$ cat src/rtl/cct_xyz_interp.sv
// CCT (Kelvin) to white-point XYZ: xy LUT lookup, linear interpolation, then
// X = x/y and Z = (1-x-y)/y through one shared restoring divider.
module cct_xyz_interp #(
  parameter int unsigned DATA_W    = 32,
  parameter int unsigned FRAC_BITS = 16,
  parameter int unsigned N_NODES   = 12,
  parameter int unsigned CCT_MIN   = 3000,
  parameter int unsigned STEP_LOG2 = 9,
  parameter int unsigned Y_MIN     = 128,
  localparam int unsigned ADDR_W   = $clog2(N_NODES)
) (
  input  logic                   clk,
  input  logic                   rst,
  input  logic [15:0]            cct_in,
  input  logic                   cct_valid,
  output logic                   cct_ready,
  input  logic                   lut_we,
  input  logic [ADDR_W-1:0]      lut_addr,
  input  logic [2*FRAC_BITS-1:0] lut_wdata,
  output logic [3*DATA_W-1:0]    xyz_out,
  output logic                   xyz_valid,
  input  logic                   xyz_ready,
  output logic                   div_err
);

  localparam int unsigned CCT_MAX = CCT_MIN + ((N_NODES - 1) << STEP_LOG2);
  localparam int unsigned IW      = FRAC_BITS + STEP_LOG2 + 1;
  localparam int unsigned REM_W   = FRAC_BITS + 1;
  localparam int unsigned TRL_W   = REM_W + 1;
  localparam int unsigned DVD_W   = DATA_W + FRAC_BITS + 1;
  localparam int unsigned CNT_W   = $clog2(DATA_W);
  localparam int unsigned ONE     = 1 << FRAC_BITS;

  typedef enum logic [2:0] {IDLE, LOOKUP, INTERP, DIV_X, DIV_Z, OUT} state_t;

  state_t                 state_q, state_d;
  logic                   lk_q, lk_d;
  logic [15:0]            cct_q, cct_d;
  logic [ADDR_W-1:0]      idx0_q, idx0_d, idx1_q, idx1_d;
  logic [STEP_LOG2-1:0]   frac_q, frac_d;
  logic [FRAC_BITS-1:0]   x0_q, x0_d, x1_q, x1_d, y0_q, y0_d, y1_q, y1_d;
  logic [FRAC_BITS-1:0]   yd_q, yd_d;
  logic [REM_W-1:0]       zn_q, zn_d, rem_q, rem_d;
  logic [DATA_W-1:0]      quo_q, quo_d, xr_q, xr_d;
  logic                   ovf_q, ovf_d;
  logic [CNT_W-1:0]       cnt_q, cnt_d;
  logic [3*DATA_W-1:0]    xyz_q, xyz_d;
  logic                   valid_q, valid_d, err_q, err_d;
  logic [2*FRAC_BITS-1:0] lut_q [N_NODES];
  logic [2*FRAC_BITS-1:0] lut_d [N_NODES];

  logic [15:0]            off;
  logic [ADDR_W-1:0]      node;
  logic [FRAC_BITS-1:0]   xi, yi;
  logic [REM_W-1:0]       sum;
  logic [TRL_W-1:0]       trial;
  logic                   step_ge;
  logic [REM_W-1:0]       rem_step;
  logic [DATA_W-1:0]      quo_step, div_res;
  logic                   pl_en;
  logic [REM_W-1:0]       pl_num;
  logic [FRAC_BITS-1:0]   pl_den;
  logic [DVD_W-1:0]       dvd;
  logic [REM_W-1:0]       hi;

  // a + floor((b-a)*f / 2^STEP_LOG2), signed arithmetic
  function automatic logic [FRAC_BITS-1:0] lerp(input logic [FRAC_BITS-1:0] a,
                                                 input logic [FRAC_BITS-1:0] b,
                                                 input logic [STEP_LOG2-1:0] f);
    logic signed [IW-1:0] d, p;
    d = $signed(IW'(b)) - $signed(IW'(a));
    p = (d * $signed(IW'(f))) >>> STEP_LOG2;
    return FRAC_BITS'(p + $signed(IW'(a)));
  endfunction

  always_comb begin
    state_d = state_q;  lk_d   = lk_q;   cct_d  = cct_q;
    idx0_d  = idx0_q;   idx1_d = idx1_q; frac_d = frac_q;
    x0_d    = x0_q;     x1_d   = x1_q;   y0_d   = y0_q;   y1_d = y1_q;
    yd_d    = yd_q;     zn_d   = zn_q;   rem_d  = rem_q;  quo_d = quo_q;
    ovf_d   = ovf_q;    cnt_d  = cnt_q;  xr_d   = xr_q;   xyz_d = xyz_q;
    valid_d = valid_q;  err_d  = err_q;  lut_d  = lut_q;
    cct_ready = 1'b0;
    pl_en  = 1'b0;
    pl_num = '0;
    pl_den = '0;

    off  = cct_q - 16'(CCT_MIN);
    node = ADDR_W'(off >> STEP_LOG2);
    xi   = lerp(x0_q, x1_q, frac_q);
    yi   = lerp(y0_q, y1_q, frac_q);
    sum  = REM_W'(xi) + REM_W'(yi);

    // one restoring-divide iteration: quotient bits shift in where dividend bits leave
    trial    = {rem_q, quo_q[DATA_W-1]};
    step_ge  = trial >= TRL_W'(yd_q);
    rem_step = step_ge ? REM_W'(trial - TRL_W'(yd_q)) : REM_W'(trial);
    quo_step = {quo_q[DATA_W-2:0], step_ge};
    div_res  = ovf_q ? '1 : quo_step;

    case (state_q)
      IDLE: begin
        cct_ready = ~lut_we & ~rst;
        if (lut_we) begin
          if (32'(lut_addr) < N_NODES) lut_d[lut_addr] = lut_wdata;
        end else if (cct_valid) begin
          if (32'(cct_in) < CCT_MIN)      cct_d = 16'(CCT_MIN);
          else if (32'(cct_in) > CCT_MAX) cct_d = 16'(CCT_MAX);
          else                            cct_d = cct_in;
          err_d   = 1'b0;
          lk_d    = 1'b0;
          state_d = LOOKUP;
        end
      end
      LOOKUP: begin
        if (!lk_q) begin
          idx0_d = node;
          frac_d = STEP_LOG2'(off);
          if (32'(node) == N_NODES - 1) begin
            idx1_d = node;
            frac_d = '0;
          end else begin
            idx1_d = node + ADDR_W'(1);
          end
          lk_d = 1'b1;
        end else begin
          x0_d    = lut_q[idx0_q][FRAC_BITS-1:0];
          y0_d    = lut_q[idx0_q][2*FRAC_BITS-1:FRAC_BITS];
          x1_d    = lut_q[idx1_q][FRAC_BITS-1:0];
          y1_d    = lut_q[idx1_q][2*FRAC_BITS-1:FRAC_BITS];
          state_d = INTERP;
        end
      end
      INTERP: begin
        if (32'(yi) < Y_MIN) begin
          err_d   = 1'b1;
          xyz_d   = {{DATA_W{1'b1}}, DATA_W'(ONE), {DATA_W{1'b1}}};
          valid_d = 1'b1;
          state_d = OUT;
        end else begin
          zn_d    = (32'(sum) >= ONE) ? '0 : REM_W'(ONE) - sum;
          pl_en   = 1'b1;
          pl_num  = REM_W'(xi);
          pl_den  = yi;
          cnt_d   = '0;
          state_d = DIV_X;
        end
      end
      DIV_X: begin
        rem_d = rem_step;
        quo_d = quo_step;
        cnt_d = cnt_q + CNT_W'(1);
        if (cnt_q == CNT_W'(DATA_W - 1)) begin
          xr_d    = div_res;
          err_d   = err_q | ovf_q;
          pl_en   = 1'b1;
          pl_num  = zn_q;
          pl_den  = yd_q;
          cnt_d   = '0;
          state_d = DIV_Z;
        end
      end
      DIV_Z: begin
        rem_d = rem_step;
        quo_d = quo_step;
        cnt_d = cnt_q + CNT_W'(1);
        if (cnt_q == CNT_W'(DATA_W - 1)) begin
          xyz_d   = {div_res, DATA_W'(ONE), xr_q};
          err_d   = err_q | ovf_q;
          valid_d = 1'b1;
          state_d = OUT;
        end
      end
      OUT: begin
        if (valid_q && xyz_ready) begin
          valid_d = 1'b0;
          state_d = IDLE;
        end
      end
      default: state_d = IDLE;
    endcase

    // divider preload; a high part >= y means the quotient cannot fit DATA_W bits
    dvd = DVD_W'(pl_num) << FRAC_BITS;
    hi  = dvd[DVD_W-1:DATA_W];
    if (pl_en) begin
      ovf_d = hi >= REM_W'(pl_den);
      rem_d = ovf_d ? '0 : hi;
      quo_d = dvd[DATA_W-1:0];
      yd_d  = pl_den;
    end
  end

  always_ff @(posedge clk or posedge rst) begin
    if (rst) begin
      state_q <= IDLE;  lk_q <= 1'b0;  cct_q <= '0;
      idx0_q  <= '0;    idx1_q <= '0;  frac_q <= '0;
      x0_q    <= '0;    x1_q <= '0;    y0_q <= '0;    y1_q <= '0;
      yd_q    <= '0;    zn_q <= '0;    rem_q <= '0;   quo_q <= '0;
      ovf_q   <= 1'b0;  cnt_q <= '0;   xr_q <= '0;    xyz_q <= '0;
      valid_q <= 1'b0;  err_q <= 1'b0;
      for (int i = 0; i < N_NODES; i++) lut_q[i] <= '0;
    end else begin
      state_q <= state_d;  lk_q <= lk_d;    cct_q <= cct_d;
      idx0_q  <= idx0_d;   idx1_q <= idx1_d; frac_q <= frac_d;
      x0_q    <= x0_d;     x1_q <= x1_d;    y0_q <= y0_d;   y1_q <= y1_d;
      yd_q    <= yd_d;     zn_q <= zn_d;    rem_q <= rem_d; quo_q <= quo_d;
      ovf_q   <= ovf_d;    cnt_q <= cnt_d;  xr_q <= xr_d;   xyz_q <= xyz_d;
      valid_q <= valid_d;  err_q <= err_d;
      for (int i = 0; i < N_NODES; i++) lut_q[i] <= lut_d[i];
    end
  end

  assign xyz_out   = xyz_q;
  assign xyz_valid = valid_q;
  assign div_err   = err_q;

endmodule

$ cat config.mk
export PLATFORM = sky130hd
export DESIGN_NAME = cct_xyz_interp
export DESIGN_NICKNAME = d
export VERILOG_FILES = /design/src/rtl/cct_xyz_interp.sv
export SDC_FILE = /design/constraint.sdc
export NUM_CORES = 2
export LEC_CHECK = 0
export ABC_AREA = 1
export CAP_MARGIN = 20
export CORE_AREA = 2 2 285 287
export DETAILED_ROUTE_END_ITERATION = 8
export DIE_AREA = 0 0 287 289
export GPL_ROUTABILITY_DRIVEN = 0
export PLACE_DENSITY = 0.87
export SKIP_CTS_REPAIR_TIMING = 1
export SYNTH_ARGS = -nofsm -noshare
export SYNTH_HDL_FRONTEND = slang
export SYNTH_SLANG_ARGS = --single-unit
export TNS_END_PERCENT = 30
$ cat constraint.sdc
create_clock -name clk -period 41.8 [get_ports clk]
set_input_delay 8.36 -clock clk [delete_from_list [all_inputs] [get_ports clk]]
set_output_delay 8.36 -clock clk [all_outputs]
set_load 0.02 [all_outputs]
==> summary.md <==
| Metric | Value |
|---|---|
| CTS tree | `yes` |
| DIE AREA | `82,900 um^2` |
| Worst setup EP type | `output pin` |
| Worst Path Arrival | `9710 ps` |
| First-pass GRT wire length | `224 mm` |
| Period utilisation layout | `0.432` |
| Main combinational cell family by area after synthesis | `compound AO/OA/AOI/OAI gates` |
| Worst-Skew Late Latency | `650 ps` |
| Num CTS Buffers | `72` |
| Most common cell after layout, fill and taps aside | `nand2_1` |
| Min-Delay Startpoint | `xyz_out[48]` |
| Core area | `79,900 um^2` |
| Worst Tran Pin Value | `1180 ps` |
| Worst Skew | `48.9 ps` |
| Avg Inst Size Synth | `7.68 um^2` |
| Post-synthesis cell count | `6,197` |
| Most frequent cells in the layout | `nand2_1 (1,077), o21ai_0 (879), inv_1 (788)` |
| R2r endpoint | `zn_q[15]` |
| Fraction of registers with async set/reset | `1.00` |
| Initial antenna violation count | `4` |
| Netlist cell types | `68` |
| Yosys reg bits | `669` |
| Tmin final | `18,070 ps` |
| Clk sinks | `669` |
| Synthesized area | `47,600 um^2` |
| TNS Setup | `0 ps` |
| Post-synthesis compound-gate area fraction | `0.192` |
| Worst Hold Depth | `2` |
| Largest net degree at the start of global routing | `243` |
| H-tree Lvls | `3` |
| I/O pin total | `156` |
| DP HPWL | `91.7 mm` |
| CP Launch Type | `input port` |
| Fin. max-slew vios | `0` |
| EDFF count, synth | `0` |
| Worst min-delay path category | `reg2reg` |
| Drt drc | `0` |
| Vias in the first global route | `43,700` |
| Via/cell ratio | `6.09` |
| Share of layout cells above drive strength 1 | `0.0460` |
| Clock Tree Root | `clkbuf_16` |
| Die Wd | `287 um` |
| Setup CP Type | `in2out` |
| Xor/xnor cell area share of the yosys netlist | `0.0196` |
| Reg2reg path depth | `52` |
| Mux cell area share after synthesis | `0` |
| Worst R2R Setup Slack | `30,540 ps` |
| Clock transition at path regs | `60 ps` |
| Final setup fails | `0` |
| Final wirelength | `140 mm` |
| Drt pass-1 iters | `8` |
| Die height | `289 um` |
| Slew margin rel. | `0.212` |
| Ys Warns | `0` |
| Final Hold Viols | `0` |
| Max-Cap Viols | `0` |
| Post-synth top area cell | `dfrtp_1` |
| Max Freq | `55.3 MHz` |
| Top cells by area, synth | `dfrtp_1 (35%), fa_1 (10%), o21ai_0 (9.2%)` |
| Row count | `104` |
| Via count | `44,000` |
| Initial DRC Count | `5,264` |
| Area Growth Syn to Fin | `8.67%` |
| Worst EP required | `33,440 ps` |
| Crit path max fanout | `2` |
| Hold EP | `xyz_out[48]` |
| Run status | `finished clean` |
| Post-Synth Adder-Cell Area | `0.158` |
| Seq. cell area | `16,800 um^2` |
| Reg2reg start | `x0_q[2]` |
| Initial Utilization | `0.596` |
| Top FF cell, synth | `dfrtp_1` |
| GRT Overall Usage | `0.338` |
| Nets | `6,622` |
| Global route total overflow | `0` |
| Fillers | `6,340` |
| Routed Antenna Nets | `0` |
| Clock buffer depth | `3` |
| Simple-gate share of the synthesized area | `0.180` |
| RSZ-0062 raised after global routing | `false` |
| I/O Buffers | `124` |
| Hold_ws | `467 ps` |
| Seq/Total Area, Yosys | `0.352` |
| Share of the synthesized area in the top cell type | `0.352` |
| WL/cell | `19.4 um` |
| Multi-input logic area | `26,400 um^2` |
==> stage by stage <==
stage,utilization,area [um^2],instances,setup WS (ps)
final,0.647,51700,7233,23730
after global placement,0.615,49100,7093,23650
after detailed placement,0.615,49100,7093,23700
after global routing,0.647,51700,7232,23620
after CTS,0.646,51600,7225,23700
after floorplan,-,47700,6227,14690
==> layout make-up <==
cell class / instances / share of cell area
diodes: 3 / 0.000145
clock buffers: 103 / 0.0406
clock inverters: 29 / 0.00721
inverters: 811 / 0.0592
multi-input cells: 4381 / 0.510
flip-flops and latches: 669 / 0.324
well taps: 1060 / 0.0256
repair buffers: 177 / 0.0332
==> routing by layer <==
layer	track usage	vias to the layer above	part of all wire	wire length (um)
met4	0.201	2	0.065	9070
met2	0.549	2557	0.46	64600
met1	0.418	20800	0.36	50600
li1	-	20000	-	-
met5	0	-	0.000071	10
met3	0.0720	677	0.11	15800
==> sequential cells by signal, indices dropped and copies added, names as in the netlist, 17 cells and up <==
name,count
xr_q,32
rem_q,17
quo_q,32
zn_q,17
xyz_out,65
lut_q,384
==> kinds of logic (layout without fill, tap and decap cells) <==
logic type / count (synthesis) / in the layout
buffers and inverters: 1177 / 1120
and+or+nand+nor: 2076 / 2076
adders and majority gates: 453 / 453
other: 1 / 34
DFF: 669 / 669
AOI/OAI and AO/OA: 1716 / 1716
xor gates and xnor gates: 105 / 105
==> cell usage after synthesis, types with 7 or more instances <==
library cell	number
nand4_1	19
a31oi_1	79
nor3_1	49
nand3_2	8
buf_6	16
clkbuf_1	274
fa_1	248
a21oi_1	528
xnor2_1	39
ha_1	205
dfrtp_1	669
o21ai_0	879
nor4_1	7
buf_1	29
inv_1	792
nand3b_1	23
nand3_1	226
inv_2	10
o22ai_1	21
o21bai_1	21
xor2_1	64
or2_2	28
o21ai_1	64
buf_4	35
nor2_1	608
nand2_1	1077
buf_2	11
o211ai_1	72
==> worst max path at each step <==
stage	from	endpoint	slack, ps	cells past startpoint
5_1_grt	rst	cct_ready	23620	3
4_1_cts	rst	cct_ready	23700	3
3_3_place_gp	rst	cct_ready	23650	3
6_report	rst	cct_ready	23730	3
2_1_floorplan	rst	cct_q[0]	14690	1
3_5_place_dp	rst	cct_ready	23700	3
==> critical path, stage by stage <==
cell and delay, ps:
clkdlybuf4s50_1 510, nor3_1 210, clkdlybuf4s50_1 640
Power is left out: the tool's default activity adds up to more than one toggle a clock period on the data nets, which glitch-free logic cannot reach.
